--- src/rtl/mult_arbiter.sv ---
// rtl/mult_arbiter.sv - round-robin arbiter time-sharing one combinational multiplier
//
// Purpose:
//   N_REQ requesters each present an operand pair and a request level. The
//   arbiter picks one winner per operation, registers the winner's operands
//   into a shared combinational multiplier, registers the product and returns
//   it with a one-hot valid pulse addressed to the owning requester. One
//   operation completes every three cycles (IDLE -> CALC -> RESP).
//
// Optional feature:
//   MULT_ARB_FIXED_PRIO_EN - when defined, the lowest requesting index always
//   wins and no round-robin pointer exists (requester 0 can starve others).
//   When undefined (default), the search starts at a rotating pointer.
//
// Ports (mult_arbiter):
//   i_clk    in   1            clock, rising edge
//   i_rst_n  in   1            asynchronous active-low reset
//   i_req    in   N_REQ        per-requester request level
//   i_var1   in   N_REQ*WIDTH  operand A, requester k at [k*WIDTH +: WIDTH]
//   i_var2   in   N_REQ*WIDTH  operand B, same packing
//   o_gnt    out  N_REQ        one-hot grant pulse, operands captured
//   o_valid  out  N_REQ        one-hot result-valid pulse for the owner
//   o_mult   out  2*WIDTH      registered product, held until next CALC
//   o_busy   out  1            high while an operation is in flight
//
// Ports (multiplier):
//   i_var1   in   WIDTH        operand A
//   i_var2   in   WIDTH        operand B
//   o_mult   out  2*WIDTH      full-width unsigned product

module multiplier #(
  parameter int WIDTH = 6
) (
  input  logic [WIDTH-1:0]   i_var1,
  input  logic [WIDTH-1:0]   i_var2,
  output logic [2*WIDTH-1:0] o_mult
);

  // Both operands are widened first so the full 2*WIDTH product is kept.
  assign o_mult = (2*WIDTH)'(i_var1) * (2*WIDTH)'(i_var2);

endmodule

module mult_arbiter #(
  parameter int WIDTH = 6,
  parameter int N_REQ = 4
) (
  input  logic                   i_clk,
  input  logic                   i_rst_n,
  input  logic [N_REQ-1:0]       i_req,
  input  logic [N_REQ*WIDTH-1:0] i_var1,
  input  logic [N_REQ*WIDTH-1:0] i_var2,
  output logic [N_REQ-1:0]       o_gnt,
  output logic [N_REQ-1:0]       o_valid,
  output logic [2*WIDTH-1:0]     o_mult,
  output logic                   o_busy
);

  localparam int IDX_W = (N_REQ > 1) ? $clog2(N_REQ) : 1;
  localparam int PW    = 2 * WIDTH;

  typedef enum logic [1:0] {
    S_IDLE = 2'd0,
    S_CALC = 2'd1,
    S_RESP = 2'd2
  } state_t;

  state_t           state_q, state_d;
  logic [N_REQ-1:0] gnt_q, gnt_d;
  logic [N_REQ-1:0] valid_q, valid_d;
  logic [PW-1:0]    mult_q, mult_d;
  logic [WIDTH-1:0] var1_q, var1_d;
  logic [WIDTH-1:0] var2_q, var2_d;
  logic [IDX_W-1:0] owner_q, owner_d;
  logic [IDX_W-1:0] search_start;
  logic [IDX_W-1:0] winner;
  logic [WIDTH-1:0] sel_var1, sel_var2;
  logic [PW-1:0]    product;

`ifdef MULT_ARB_FIXED_PRIO_EN
  // Fixed priority: every search begins at requester 0.
  assign search_start = '0;
`else
  logic [IDX_W-1:0] rr_q, rr_d;
  assign search_start = rr_q;
`endif

  // First set request bit at or after ptr, wrapping modulo N_REQ. The loop
  // runs from the farthest offset down so the nearest one is assigned last.
  function automatic logic [IDX_W-1:0] pick_winner(
    input logic [N_REQ-1:0] req,
    input logic [IDX_W-1:0] ptr
  );
    logic [IDX_W-1:0] pick;
    int               idx;
    pick = '0;
    for (int i = N_REQ - 1; i >= 0; i--) begin
      idx = (int'(ptr) + i) % N_REQ;
      if (req[idx[IDX_W-1:0]]) begin
        pick = idx[IDX_W-1:0];
      end
    end
    return pick;
  endfunction

  assign winner = pick_winner(i_req, search_start);

  // Operand mux for the current winner; only consumed when leaving IDLE.
  always_comb begin
    sel_var1 = '0;
    sel_var2 = '0;
    for (int k = 0; k < N_REQ; k++) begin
      if (winner == IDX_W'(k)) begin
        sel_var1 = i_var1[k*WIDTH +: WIDTH];
        sel_var2 = i_var2[k*WIDTH +: WIDTH];
      end
    end
  end

  multiplier #(
    .WIDTH(WIDTH)
  ) u_multiplier (
    .i_var1(var1_q),
    .i_var2(var2_q),
    .o_mult(product)
  );

  always_comb begin
    state_d = state_q;
    gnt_d   = '0;
    valid_d = '0;
    mult_d  = mult_q;
    var1_d  = var1_q;
    var2_d  = var2_q;
    owner_d = owner_q;
`ifndef MULT_ARB_FIXED_PRIO_EN
    rr_d    = rr_q;
`endif
    case (state_q)
      S_IDLE: begin
        if (|i_req) begin
          owner_d = winner;
          var1_d  = sel_var1;
          var2_d  = sel_var2;
          gnt_d   = N_REQ'(1) << winner;
`ifndef MULT_ARB_FIXED_PRIO_EN
          rr_d    = (winner == IDX_W'(N_REQ - 1)) ? '0 : winner + IDX_W'(1);
`endif
          state_d = S_CALC;
        end
      end
      S_CALC: begin
        mult_d  = product;
        valid_d = N_REQ'(1) << owner_q;
        state_d = S_RESP;
      end
      S_RESP: begin
        // Requests are ignored here; any still-held request is re-arbitrated
        // on the first IDLE edge.
        state_d = S_IDLE;
      end
      default: begin
        state_d = S_IDLE;
      end
    endcase
  end

  always_ff @(posedge i_clk or negedge i_rst_n) begin
    if (!i_rst_n) begin
      state_q <= S_IDLE;
      gnt_q   <= '0;
      valid_q <= '0;
      mult_q  <= '0;
      var1_q  <= '0;
      var2_q  <= '0;
      owner_q <= '0;
`ifndef MULT_ARB_FIXED_PRIO_EN
      rr_q    <= '0;
`endif
    end else begin
      state_q <= state_d;
      gnt_q   <= gnt_d;
      valid_q <= valid_d;
      mult_q  <= mult_d;
      var1_q  <= var1_d;
      var2_q  <= var2_d;
      owner_q <= owner_d;
`ifndef MULT_ARB_FIXED_PRIO_EN
      rr_q    <= rr_d;
`endif
    end
  end

  assign o_gnt   = gnt_q;
  assign o_valid = valid_q;
  assign o_mult  = mult_q;
  assign o_busy  = (state_q != S_IDLE);

endmodule
--- config.mk ---
export PLATFORM = sky130hd
export DESIGN_NAME = mult_arbiter
export DESIGN_NICKNAME = d
export VERILOG_FILES = /design/src/rtl/mult_arbiter.sv
export SDC_FILE = /design/constraint.sdc
export NUM_CORES = 1
export LEC_CHECK = 0
export CORE_ASPECT_RATIO = 0.75
export CORE_MARGIN = 3
export CORE_UTILIZATION = 40
export DETAILED_ROUTE_END_ITERATION = 8
export PLACE_DENSITY = 0.76
export SYNTH_ARGS = -nofsm -noshare
export SYNTH_HDL_FRONTEND = slang
export SYNTH_SLANG_ARGS = --single-unit
--- constraint.sdc ---
create_clock -name i_clk -period 4.13 [get_ports i_clk]
set_clock_uncertainty 0.15 [all_clocks]
set_input_delay 0.6195 -clock i_clk [delete_from_list [all_inputs] [get_ports i_clk]]
set_output_delay 0.6195 -clock i_clk [all_outputs]
set_load 0.02 [all_outputs]
* Word-level counts from Yosys, hierarchy flattened *
Index checks and enable logic that the tools add are counted.

storage, ports and cells
  output and inout port bits = 21
  bits of input ports = 54
  register bits = 38
  logic and storage cells = 55

operators by class
  shift operators = 2
  mux-type cells = 26
  $mul = 1
  reduce and logical (&&, ||, !) cells = 5
  add/subtract/negate cells = 4
  $lt $le $gt $ge = 4
  equality and inequality tests = 5

operators by type and width
  cell                                                 count
  2-to-1 mux 6 bit                                     8
  < comparator 2 x 3 -> 1 bit (second input constant)  4
  multiplier 6 x 6 -> 12 bit                           1
  2-to-1 mux 2 bit                                     6
  2-to-1 mux 4 bit                                     3
  binary-select mux 1 bit (select 2 bit)               4
  << shifter 1 x 2 -> 4 bit (first input constant)     2
  adder 2 x 1 -> 2 bit (second input constant)         2
  adder 2 bit (second input constant)                  2
  == test 2 x 1 -> 1 bit (second input constant)       2
  == test 2 bit (second input constant)                2
  zero test 2 bit                                      2
  2-to-1 mux 1 bit                                     4
  one-hot mux 2 bit (2 select lines)                   1
  OR reduction 4 bit                                   1
  inequality test 2 bit (second input constant)        1
  AND reduction 2 bit                                  1
  nonzero test 2 bit                                   1

* Longest topological paths before layout *
  word-level depth = 12
  gate-level depth with buffers = 12
  gate-level depth less buffers = 12

* Cells and area by module *
A second synthesis with hierarchy kept.

second synthesis, totals
  cells, all modules = 304
  area, all modules = 2970.3 um^2

by module, submodules not included
  module        instances  area an instance (um^2)  sequential area each (um^2)  cells an instance
  mult_arbiter  1          1864.3                   950.9                        176
  multiplier    1          1106.1                   0.0                          128

* Worst setup path before layout *
OpenSTA, ideal clock, no wires.

  path type = reg2reg
  start point = reg var1_q[3]
  end point = reg mult_q[11] (netlist: o_mult[11])
  setup slack = 572 ps
  data required time = 3856 ps
  clock period less this slack = 3558 ps
  buffers on the path = 0
  setup time = 124 ps
  stages on the path, launching flop included = 12
  arrival = 3284 ps
  cell sequence = dfrtp_1 > and2_1 > fa_1 > inv_1 > fa_1 > fa_1 > inv_1 > ha_1 > a211oi_1 > o211ai_1 > mux2i_1 > a211o_1

on the way
  word-level cells in the longest chain between the ends = 1

RTL lines
  what                        line  source
  from (decl)                 72    logic [WIDTH-1:0] var1_q, var1_d;
  from (signal assigned)      185   var1_q <= var1_d;
  multiplier 6 x 6 -> 12 bit  40    assign o_mult = (2*WIDTH)'(i_var1) * (2*WIDTH)'(i_var2);
  to (signal assigned)        184   mult_q <= mult_d;
  to (decl)                   71    logic [PW-1:0] mult_q, mult_d;

No other way between the ends.
A chain may end at the register's enable or synchronous reset.

* Worst setup path in the final report *
Same ends and word-level chain as after synthesis.

==> impl_metrics.csv <==
group,metric,value,unit
outcome,status,"completed",
synthesis,synth_xor_area_share,1.48,%
clock_tree,clk_transition_reported_paths,0.08,ns
place,io_buffers,74,
worst_setup_path,path_max_fanout,7,
route,via_count,2568,
clock_tree,clock_path_buffers,2,
global_routing,grt_max_degree,39,
synthesis,ys.flop_type,"dfrtp_1",
worst_setup_path,rrSetupSlack,0.30,ns
worst_setup_path,crit_path_end_kind,"flop",
sta,hold_violations,0,
worst_setup_path,cp_top_family,"adder cells",
global_routing,grt_overflow,0,
sta,drv_slew,0,
clock_tree,cts.sinks,38,
synthesis,syn_area,2960,um^2
floorplanning,core,6990,um^2
finish,final_common_cell,"clkdlybuf4s50_1",
global_routing,grt_use_total,16.9,%
worst_setup_path,start_kind,"flop",
sta,period_share,92.7,%
route,dr.first_iter.drc_count,170,
route,drt.antenna.violating_nets,0,
finish,fillers,632,
clock_tree,hold_buffers,0,
synthesis,synth_compound_area_share,17.7,%
floorplanning,die_w,105,um
floorplanning,start_util,42.4,%
finish,final_cells,507,
finish,diodes,0,
floorplanning,rows,26,
synthesis,yosysSeqAreaShare,32.1,%
route,drc_errors,0,
clock_tree,postCtsSetupBuffers,0,
clock_tree,root_buffer,"clkbuf_8",
worst_setup_path,cpPeakStageDelay,0.55,ns
place,place_inst,499,
finish,area_delta_synth_final,30.9,%
global_routing,grt_pass1_vias,2521,
worst_setup_path,crit_slowest_cell,"fa_1",
finish,final_cell_mix,"clkdlybuf4s50_1, nand2_1, dfrtp_1",
worst_setup_path,cp_cell_sequence,"and2_1 -> fa_1 -> inv_1 -> fa_1 -> fa_1 -> inv_1 -> ha_1 -> a211oi_1 -> o211ai_1 -> mux2i_1 -> a211o_1",
sta,rsz0062_at_grt,"false",
job,max-cap-violations,0,
synthesis,synth_fa_ha_area_share,21.6,%
worst_setup_path,worstReg2RegEnd,"o_mult[11]",
synthesis,synth_edf_count,0,
clock_tree,cts_tree,"yes",
clock_tree,cts_buffers,5,
sta,max_freq,0.261,GHz
global_routing,grt_pass1_wl,11600,um
sta,slew_headroom,42.2,%
route,viasPerCell,5.07,
synthesis,synth_top_family_by_area,"adder cells",
synthesis,synthMuxAreaShare,1.39,%
worst_setup_path,r2r-start,"var1_q[3]",
worst_setup_path,worstPathRequired,4.17,ns
sta,worstMarginPinSlew,0.867,ns
worst_setup_path,cp.arrival,3.87,ns
place,dp_hpwl,5590,um
route,avgRoutedWirePerCell,13.9,um
synthesis,syn_nets,434,
finish,drive_above_1_share,4.89,%
synthesis,ys_warn_count,0,
clock_tree,post_cts_resize_count,0,
synthesis,synth-simple-area-share,18.1,%
sta,layout_min_cycle_time,3.83,ns
finish,nets,503,
synthesis,ys_async_sr_fraction,100,%
route,dr.pass1.iters,4,
worst_setup_path,ff2ff_path_depth,11,
sta,finalSetupViolCount,0,
place,gp_congestion,0.869,
clock_tree,htree_levels,2,
worst_setup_path,path_class,"flop to flop",
route,drt_wl_total,7040,um
floorplanning,io_pins,75,
synthesis,postSynthAreaPerCell,8.74,um^2
worst_setup_path,crit_buf_inv,2,
worst_setup_path,cpMostUsedCell,"fa_1",
clock_tree,insertion_delay,0.30,ns
floorplanning,die_h,80.5,um
synthesis,synthCells,339,
synthesis,yosysUniqueCellTypes,34,
worst_hold_path,hp-class,"input pin to async pin",
synthesis,ys_seq_elements,38,
floorplanning,die-area,8490,um^2
sta,tns,0,ns
global_routing,antenna_found_initial,0,
[metrics by stage]
step / area (um^2) / worst slack, ns / hold WS (ns) / utilization (%)
after CTS: 3880 / 0.304 / 0.308 / 55.5
after floorplan: 2960 / 0.572 / 0.174 / -
after detailed placement: 3760 / 0.306 / 0.311 / 53.8
final: 3880 / 0.302 / 0.261 / 55.5
after global placement: 3760 / 0.448 / 0.303 / 53.8
after global routing: 3880 / 0.172 / 0.334 / 55.5
[synthesized netlist by cell type (all sizes together), types with 3 or more instances]
cell    instances  share of area, %
o21a            3              0.76
a221oi         12               4.4
nor3            4              0.68
fa             17                11
xnor2           3              0.89
clkbuf         10               1.3
nand2          50               6.3
o211ai          6               1.5
dfrtp          38                32
a21oi          31               5.2
buf             6               1.6
inv            36               4.7
and2           27               5.7
ha             24                10
mux2i           3               1.0
nor2           29               3.7
o21ai          21               3.5
[worst register-to-register path: stages, from the launching register on]
cell	delay (ns)
dfrtp_1	0.46
and2_1	0.21
fa_1	0.53
inv_1	0.05
fa_1	0.46
fa_1	0.55
inv_1	0.05
ha_1	0.37
a211oi_1	0.32
o211ai_1	0.17
mux2i_1	0.14
a211o_1	0.27
[layer usage]
layer / global-route usage, % / routed length, um / vias to the layer above
met4: 2.62 / 51 / 0
met2: 26.5 / 3320 / 59
met3: 5.70 / 395 / 6
li1: - / - / 1267
met1: 23.0 / 3270 / 1236
met5: 0 / 0 / -
[state kept, by name, indices dropped and copies added, names as in the netlist]
signal,count
o_gnt,4
o_mult,12
o_valid,4
owner_q,2
rr_q,2
state_q,2
var1_q,6
var2_q,6
[cell type report]
cell class | instances | area, um^2 | area share [%]
clock buffer | 5 | 68.8 | 1.77
clock inverter | 3 | 45.0 | 1.16
inverter | 36 | 140 | 3.61
multi-input combinational | 249 | 1790 | 46.0
sequential | 38 | 951 | 24.5
tap | 98 | 123 | 3.16
timing repair buffer | 78 | 766 | 19.7
[cell families after synthesis]
kind of cell,after synthesis
flip-flops,38
multiplexers,4
AO/OA/AOI/OAI,81
buffers and inverters,52
adder cells (fa/ha/maj),41
XOR/XNOR,5
AND/OR/NAND/NOR,118
[how the worst max path moves through the flow]
stage	from	end	slack, ns	depth (start not counted)
3_3_place_gp	var1_q[3]	o_mult[11]	0.45	11
6_report	var1_q[3]	o_mult[11]	0.30	11
2_1_floorplan	var1_q[3]	o_mult[11]	0.57	11
3_5_place_dp	var1_q[3]	o_mult[11]	0.31	11
4_1_cts	var1_q[3]	o_mult[11]	0.30	11
5_1_grt	var1_q[3]	o_mult[11]	0.17	11
Power is left out: the tool's default activity adds up to more than one toggle a clock period on the data nets, which glitch-free logic cannot reach.
